**config.mk**
```make
export PLATFORM = sky130hd
export DESIGN_NAME = uart_move_link
export DESIGN_NICKNAME = d
export VERILOG_FILES = /design/src/rtl/uart_move_link.sv
export SDC_FILE = /design/constraint.sdc
export NUM_CORES = 1
export LEC_CHECK = 0
export ABC_AREA = 1
export CORE_MARGIN = 1.5
export CORE_UTILIZATION = 45
export CTS_CLUSTER_DIAMETER = 80
export DETAILED_ROUTE_END_ITERATION = 16
export DONT_BUFFER_PORTS = 1
export GPL_ROUTABILITY_DRIVEN = 0
export SYNTH_ARGS = -nofsm -noshare
export SYNTH_HDL_FRONTEND = slang
export SYNTH_SLANG_ARGS = --single-unit
export TNS_END_PERCENT = 20
```
**constraint.sdc**
```tcl
create_clock -name clk -period 2.4 [get_ports clk]
set_input_delay 0.48 -clock clk [delete_from_list [all_inputs] [get_ports clk]]
set_output_delay 0.48 -clock clk [all_outputs]
set_load 0.05 [all_outputs]
```
**src/rtl/uart_move_link.sv**
```systemverilog
// Move-message transceiver between the game logic and the uart core.
// TX: change detect + heartbeat into a small FIFO, paced into the uart write port. RX: paced pops into registered opponent fields.
module uart_move_link #(
  parameter int FIFO_DEPTH       = 4,
  parameter int HEARTBEAT_CYCLES = 10_000_000
) (
  input  logic       clk,
  input  logic       rst,
  input  logic       next_turn,
  input  logic [5:0] figure_position,
  input  logic       pick_place,
  output logic [7:0] w_data,
  output logic       wr_uart,
  input  logic       tx_full,
  input  logic [7:0] r_data,
  output logic       rd_uart,
  input  logic       rx_empty,
  output logic       begin_turn,
  output logic [5:0] oponent_position,
  output logic       oponent_pick,
  output logic       rx_strobe,
  output logic       tx_overflow
);

  localparam int AW   = (FIFO_DEPTH > 1) ? $clog2(FIFO_DEPTH) : 1;
  localparam int HB_W = (HEARTBEAT_CYCLES > 1) ? $clog2(HEARTBEAT_CYCLES) : 1;
  localparam logic [HB_W-1:0] HB_LAST = HB_W'((HEARTBEAT_CYCLES > 0) ? HEARTBEAT_CYCLES - 1 : 0);
  localparam logic HB_EN = (HEARTBEAT_CYCLES != 0);
  localparam logic [AW:0] FIFO_FULL_CNT = (AW + 1)'(FIFO_DEPTH);

  localparam logic [0:0] T_IDLE = 1'b0;
  localparam logic [0:0] T_GAP  = 1'b1;
  localparam logic [0:0] R_IDLE = 1'b0;
  localparam logic [0:0] R_GAP  = 1'b1;

  logic [7:0]      cur;
  logic [7:0]      prev;
  logic            change;
  logic            hb_expire;
  logic            push_req;
  logic            push_ok;
  logic            pop;
  logic            fifo_empty;
  logic            fifo_full;
  logic            link_idle;
  logic [7:0]      push_word;
  logic [HB_W-1:0] hb_cnt;
  logic [7:0]      mem [FIFO_DEPTH];
  logic [AW-1:0]   wr_ptr;
  logic [AW-1:0]   rd_ptr;
  logic [AW:0]     count;
  logic [0:0]      tx_state;
  logic [0:0]      rx_state;

  always_comb begin
    cur        = {next_turn, figure_position, pick_place};
    change     = (cur != prev);
    hb_expire  = HB_EN && (hb_cnt == HB_LAST);
    push_req   = change || hb_expire;
    // A same-cycle change wins over the heartbeat and carries the fresh word.
    push_word  = change ? cur : prev;
    fifo_empty = (count == '0);
    fifo_full  = (count == FIFO_FULL_CNT);
    link_idle  = fifo_empty && (tx_state == T_IDLE);
    pop        = (tx_state == T_IDLE) && !fifo_empty && !tx_full;
    push_ok    = push_req && (!fifo_full || pop);
  end

  // The heartbeat interval only runs while nothing is queued or in flight.
  always_ff @(posedge clk or posedge rst) begin
    if (rst) begin
      prev        <= 8'h00;
      hb_cnt      <= '0;
      tx_overflow <= 1'b0;
    end else begin
      prev <= cur;
      if (push_req) begin
        hb_cnt <= '0;
      end else if (HB_EN && link_idle) begin
        hb_cnt <= hb_cnt + HB_W'(1);
      end else begin
        hb_cnt <= hb_cnt;
      end
      if (push_req && !push_ok) begin
        tx_overflow <= 1'b1;
      end else begin
        tx_overflow <= tx_overflow;
      end
    end
  end

  always_ff @(posedge clk) begin
    if (push_ok) begin
      mem[wr_ptr] <= push_word;
    end
  end

  always_ff @(posedge clk or posedge rst) begin
    if (rst) begin
      wr_ptr <= '0;
      rd_ptr <= '0;
      count  <= '0;
    end else begin
      if (push_ok) wr_ptr <= wr_ptr + AW'(1);
      if (pop)     rd_ptr <= rd_ptr + AW'(1);
      case ({push_ok, pop})
        2'b10:   count <= count + (AW + 1)'(1);
        2'b01:   count <= count - (AW + 1)'(1);
        default: count <= count;
      endcase
    end
  end

  // TX pacing: every write strobe is followed by at least one idle cycle.
  always_ff @(posedge clk or posedge rst) begin
    if (rst) begin
      tx_state <= T_IDLE;
      w_data   <= 8'h00;
      wr_uart  <= 1'b0;
    end else begin
      case (tx_state)
        T_IDLE: begin
          if (pop) begin
            w_data   <= mem[rd_ptr];
            wr_uart  <= 1'b1;
            tx_state <= T_GAP;
          end else begin
            wr_uart  <= 1'b0;
          end
        end
        T_GAP: begin
          wr_uart  <= 1'b0;
          tx_state <= T_IDLE;
        end
        default: begin
          wr_uart  <= 1'b0;
          tx_state <= T_IDLE;
        end
      endcase
    end
  end

  // RX pacing: the gap cycle lets the uart FIFO advance before the next look.
  always_ff @(posedge clk or posedge rst) begin
    if (rst) begin
      rx_state         <= R_IDLE;
      rd_uart          <= 1'b0;
      rx_strobe        <= 1'b0;
      begin_turn       <= 1'b0;
      oponent_position <= 6'd0;
      oponent_pick     <= 1'b0;
    end else begin
      case (rx_state)
        R_IDLE: begin
          if (!rx_empty) begin
            rd_uart   <= 1'b1;
            rx_strobe <= 1'b1;
            {begin_turn, oponent_position, oponent_pick} <= r_data;
            rx_state  <= R_GAP;
          end else begin
            rd_uart   <= 1'b0;
            rx_strobe <= 1'b0;
          end
        end
        R_GAP: begin
          rd_uart   <= 1'b0;
          rx_strobe <= 1'b0;
          rx_state  <= R_IDLE;
        end
        default: begin
          rd_uart   <= 1'b0;
          rx_strobe <= 1'b0;
          rx_state  <= R_IDLE;
        end
      endcase
    end
  end

endmodule

```
After elaboration in Yosys (flattened, before gate mapping)

Memories as Yosys holds them, arrays and structs flattened. A register that Yosys moved wholly into a read port is not among the register bits.
Index checks and enable logic that the tools add are counted.

Register bits: 50
Bits in writable memories: 32
Output and inout port bits: 20
Word-level logic and storage cells: 51
Memories: 1

Memories:

| memory | words | bits a word | rd ports | clocked after memory_dff | write ports | RTL line | text |
|---|---|---|---|---|---|---|---|
| mem    | 4     | 8           | 1        | 1                        | 1           | 48       | `logic [7:0] mem [FIFO_DEPTH];` |

Add/subtract/negate cells: 5
Eq/ne operators: 5
Muxes and demuxes: 10
Bitwise logic cells: 3
Reduce and logical (&&, ||, !) cells: 16

Operators with widths:

| operator                                                               | number |
|---|---|
| 24-bit two-way mux                                                     | 2 |
| 24-bit by 1-bit adder with 24-bit output (second input constant)       | 1 |
| 24-bit equality test (second input constant)                           | 1 |
| 8-bit two-way mux                                                      | 1 |
| 8-bit != test                                                          | 1 |
| 3-bit case mux with 2 select lines                                     | 1 |
| 1-bit logical AND                                                      | 5 |
| 2-bit by 1-bit adder with 2-bit output (second input constant)         | 2 |
| 1-bit logical NOT                                                      | 4 |
| 1-bit two-way mux                                                      | 4 |
| 1-bit case mux with 2 select lines                                     | 2 |
| 2-bit AND reduction                                                    | 2 |
| 2-bit nonzero test                                                     | 2 |
| 3-bit by 1-bit adder with 3-bit output (second input constant)         | 1 |
| 3-bit equality test (second input constant)                            | 1 |
| 3-bit logical NOT                                                      | 1 |
| 1-bit inverter                                                         | 3 |
| 3-bit by 1-bit subtractor with 3-bit output (second input constant)    | 1 |
| 2-bit by 1-bit equality test with 1-bit output (second input constant) | 1 |
| 2-bit equality test (second input constant)                            | 1 |
| 1-bit logical OR                                                       | 2 |

Logic depth before layout (Yosys ltp)

Depth in word-level cells: 8
Mapped depth: 15

Worst setup path before layout

Ideal clock, no wire load.

Kind: reg2reg
Start: register tx_state
End: register count[2]
Library setup time: 0.113 ns
Arrival time: 1.853 ns
Required time: 2.287 ns
Setup slack: 0.434 ns
Stages on the path, launching flop included: 12
Path buffers: 0
Period minus slack after synthesis: 1.966 ns
Path through: dfrtp_1 -> inv_1 -> nand2_1 -> nor2_4 -> nand3_1 -> fa_1 -> nand4_1 -> nand2_1 -> nand2_1 -> nand2_1 -> nand2_1 -> inv_1

Longest elaborated chain between the ends: 7

Ends and longest elaborated chain:

| element                                                                               | RTL line | text |
|---|---|---|
| start: declaration                                                                    | 52       | `logic [0:0] tx_state;` |
| start signal: assignment                                                              | 117      | `tx_state <= T_IDLE;` |
| start signal: assignment                                                              | 126      | `tx_state <= T_GAP;` |
| start signal: assignment                                                              | 133      | `tx_state <= T_IDLE;` |
| 1-bit inverter (no source line) *                                                     | -        |  |
| 1-bit logical AND * (2 in a row)                                                      | 65       | `pop = (tx_state == T_IDLE) && !fifo_empty && !tx_full;` |
| 1-bit logical OR                                                                      | 66       | `push_ok = push_req && (!fifo_full \|\| pop);` |
| 1-bit logical AND                                                                     | 66       |  |
| 2-bit by 1-bit equality test with 1-bit output or 2-bit equality test (tied branches) | 106      | `case ({push_ok, pop})` |
| 3-bit case mux with 2 select lines or 2-bit nonzero test (tied branches)              | -        |  |
| end signal: assignment                                                                | 107      | `2'b10: count <= count + (AW + 1)'(1);` |
| end signal: assignment                                                                | 108      | `2'b01: count <= count - (AW + 1)'(1);` |
| end signal: assignment                                                                | 109      | `default: count <= count;` |
| end: declaration                                                                      | 51       | `logic [AW:0] count;` |

Mark *: on every way between the ends. The rest lies on a longest branch, timed or not.
A chain may end at the register's enable or synchronous reset.

Worst setup path after layout

Start: register prev[0]
End: register count[2]

Longest elaborated chain between the ends: 5

Ends and longest elaborated chain:

| element                                                                               | RTL line | text |
|---|---|---|
| start: declaration                                                                    | 37       | `logic [7:0] prev;` |
| start signal: assignment                                                              | 76       | `prev <= cur;` |
| 8-bit != test *                                                                       | 57       | `change = (cur != prev);` |
| 1-bit logical OR *                                                                    | 59       | `push_req = change \|\| hb_expire;` |
| 1-bit logical AND *                                                                   | 66       |  |
| 2-bit by 1-bit equality test with 1-bit output or 2-bit equality test (tied branches) | 106      |  |
| 3-bit case mux with 2 select lines or 2-bit nonzero test (tied branches)              | -        |  |

Marks and branches as above.

==> impl_metrics.csv <==
group,metric,value,unit
logic_synthesis,synthSimpleGateAreaFrac,20.8,%
critical_path,critPathMaxFanout,3,
logic_synthesis,ys_warn_count,0,
critical_path,cpMostUsedCell,"nand2_1",
pwr,seqPwrFrac,54.2,%
drt,drc,0,
layout,fillers,831,
pwr,p_per_area,1000,nW/um^2
timing,relSlewSlack,59.4,%
logic_synthesis,synth.top_cell.area_share,34.8,%
global_routing,antenna_found_initial,0,
critical_path,crit_path_end_kind,"flop",
layout,final_area,4510,um^2
timing,drv_slew,0,
cts,ctsResizeCount,0,
job,max_cap_viol_count,0,
logic_synthesis,synth-seq-cells,90,
critical_path,cp-start-kind,"flop",
pwr,combinationalPowerShare,24.1,%
drt,wl_per_cell,14.2,um
timing,fin_skew,9.43,ps
critical_path,timing.rr.end,"count[2]",
logic_synthesis,synthTopCellsByCount,"92 x nand2_1, 59 x inv_1, 58 x dfrtp_1",
timing,min_period_over_period,85.4,%
logic_synthesis,yosysSeqAreaShare,57.8,%
cts,path_clk_slew,100,ps
timing,setup_viol,0,
drt,routed_via_density,4.93,
cts,cts_buffers,9,
pwr,power,4.53,mW
layout,nNetsFinal,476,
logic_synthesis,synthMuxAreaShare,2.16,%
drt,dr.first_iter.drc_count,115,
critical_path,worst_path_max_delay_cell,"fa_1",
place,port_buffers,0,
timing,worst_pin_slew,607,ps
critical_path,worstSetupPathType,"reg2reg",
pwr,p_sw,1.79,mW
pwr,leakagePower,2.00,nW
global_routing,grt_max_degree,59,
logic_synthesis,synth.most_common_cell,"nand2_1",
drt,ant_nets,0,
logic_synthesis,synth-compound-area-share,8.67,%
global_routing,grt_first_pass_wirelength,13.7,mm
logic_synthesis,synth_edf_count,32,
logic_synthesis,synth_cell_type_count,41,
critical_path,reg2reg_slack,350,ps
timing,clock.fmax,0.488,GHz
logic_synthesis,syn_nets,471,
layout,final_core_utilization,51.0,%
global_routing,grt_pass1_vias,2735,
cts,holdBufCountCts,0,
cts,cts_tree,"done",
pwr,intPower,2.74,mW
critical_path,worstReg2RegStart,"prev[0]",
pwr,ir_worst_vdd,0.000400,V
logic_synthesis,synth_top_family_by_area,"simple AND/OR/NAND/NOR gates",
critical_path,crit_chain,"nor2_1, nor2_1, nor2_1, nand2_1, nor2_1, nand3_1, fa_1, nand4_1, nand2_1, nand2_1, nand2_1, nand2_1, inv_1",
logic_synthesis,yosys-top-cells-area,"dfrtp_1 35%, edfxtp_1 23%, nand2_1 8.3%, inv_1 5.3%, nor2_1 5.1%",
run_status,status,"complete, no violations",
die,die_x,99.3,um
global_routing,overflow,0,
timing,rsz0062_at_grt,"no",
layout,layout-drive-gt1-share,13.2,%
timing,timing.hold.ws,55.3,ps
cts,cts_num_sinks,90,
die,io_pins,40,
drt,first_pass_iters,4,
logic_synthesis,synth_fa_ha_area_share,1.98,%
timing,hold_viol,0,
logic_synthesis,synthArstFlopShare,64.4,%
place,dpl_cell_area,4330,um^2
layout,syn_to_final_growth,8.13,%
layout,n_antenna_cell,0,
logic_synthesis,avgSynthCellArea,9.38,um^2
logic_synthesis,synth_top_cell_by_area,"dfrtp_1",
place,place_hpwl,5.54,mm
cts,clk_latency,360,ps
critical_path,crit_required,2650,ps
die,num_rows,34,
pwr,pwr-share-clk,21.7,%
drt,routed_wirelength,8.00,mm
die,core_area,8850,um^2
critical_path,crit_path_max_incr_delay,410,ps
logic_synthesis,netlist_area,4170,um^2
worst_hold_path,hold_path.class,"in2async",
timing,fin_setup_tns,0,ps
cts,post_cts_buffers,0,
pwr,swShare,39.6,%
critical_path,worstPathArrival,2300,ps
critical_path,ff2ff_path_depth,13,
global_routing,grt.total_usage,17.9,%
cts,h-tree-depth,3,
drt,vias,2776,
die,fp.dieH,99.3,um
die,dieArea,9860,um^2
timing,fin_crit,2050,ps
cts,max-clock-path-buffers,2,
die,start_util,47.2,%
cts,cts-root-buf,"clkbuf_8",
logic_synthesis,ys.flop_type,"dfrtp_1",
logic_synthesis,synth_xor_area_share,1.05,%
logic_synthesis,synth_cells,445,
-- registers in the layout, summed over array words and instances (netlist names), 2 cells and up --
name,flops
mem,32
hb_cnt,24
prev,8
w_data,8
oponent_position,6
count,3
rd_ptr,2
wr_ptr,2
-- cell usage in the layout, fill, tap and decap left out, types with 2 or more instances in the layout --
cell type and n:
a21oi_1 18, buf_4 9, clkbuf_8 9, dfrtp_1 58, edfxtp_1 32, ha_1 5
inv_1 58, inv_2 6, inv_6 3, inv_8 2, mux2_2 8, nand2_1 92
nand2_2 3, nand3_1 14, nand4_1 2, nor2_1 57, nor2_2 4, nor2_4 3
nor3_1 6, nor3_2 2, o21a_1 2, o21ai_0 30, o22ai_1 8, xor2_1 4
-- how the worst max path moves through the flow --
stage	startpoint	endpoint	slack [ps]	depth (start not counted)
after floorplan	tx_state	count[2]	430	11
after global placement	pick_place	count[2]	330	13
after detailed placement	pick_place	count[2]	240	13
after CTS	hb_cnt[0]	count[2]	340	12
after global routing	prev[0]	count[2]	150	13
final	prev[0]	count[2]	350	13
-- per-stage QoR --
stage	instances	setup slack, ps
after floorplan	445	434
after global placement	547	325
after detailed placement	547	242
after CTS	563	338
after global routing	563	155
final	563	350
-- worst max-delay path: cells and delay by family (launching register included) --
kind | cells | cell delay, ps
adders and majority gates | 1 | 410
DFF | 1 | 390
and+or+nand+nor | 11 | 1120
buffers and inverters | 1 | 30
-- metal layers --
| metal | GRT usage, % | part of all wire [%] |
|---|---|---|
| met1 | 26.3 | 52 |
| met3 | 3.58 | 4.2 |
| met2 | 26.1 | 43 |
| met5 | 0 | 0 |
| met4 | 7.37 | 1.3 |
-- power by group through the flow --
stage | Clock, mW | Combinational (mW) | Sequential, mW
3_5_place_dp | 0 | 1.10 | 2.49
5_1_grt | 1.08 | 1.24 | 2.49
2_1_floorplan | 0 | 0.777 | 2.44
6_report | 0.984 | 1.09 | 2.45
4_1_cts | 1.02 | 1.11 | 2.46
3_3_place_gp | 0 | 1.07 | 2.48
-- cell type report --
cell class	count	area, um^2	share of cell area, %
multi-input combinational	274	1450	32.1
sequential	90	2410	53.5
tap	108	135	3.00
inverter	65	246	5.46
clock buffer	9	124	2.75
timing repair buffer	10	87.6	1.94
clock inverter	7	60.1	1.33
-- cell families (layout without fill, tap and decap cells) --
family,count (synthesis),count (layout)
AND/OR/NAND/NOR,190,190
flip-flops,90,90
buffers and inverters,81,91
AO/OA/AOI/OAI,65,65
multiplexers,8,8
adder cells (fa/ha/maj),6,6
XOR/XNOR,5,5
No activity file was read; power rests on OpenSTA's default activity.
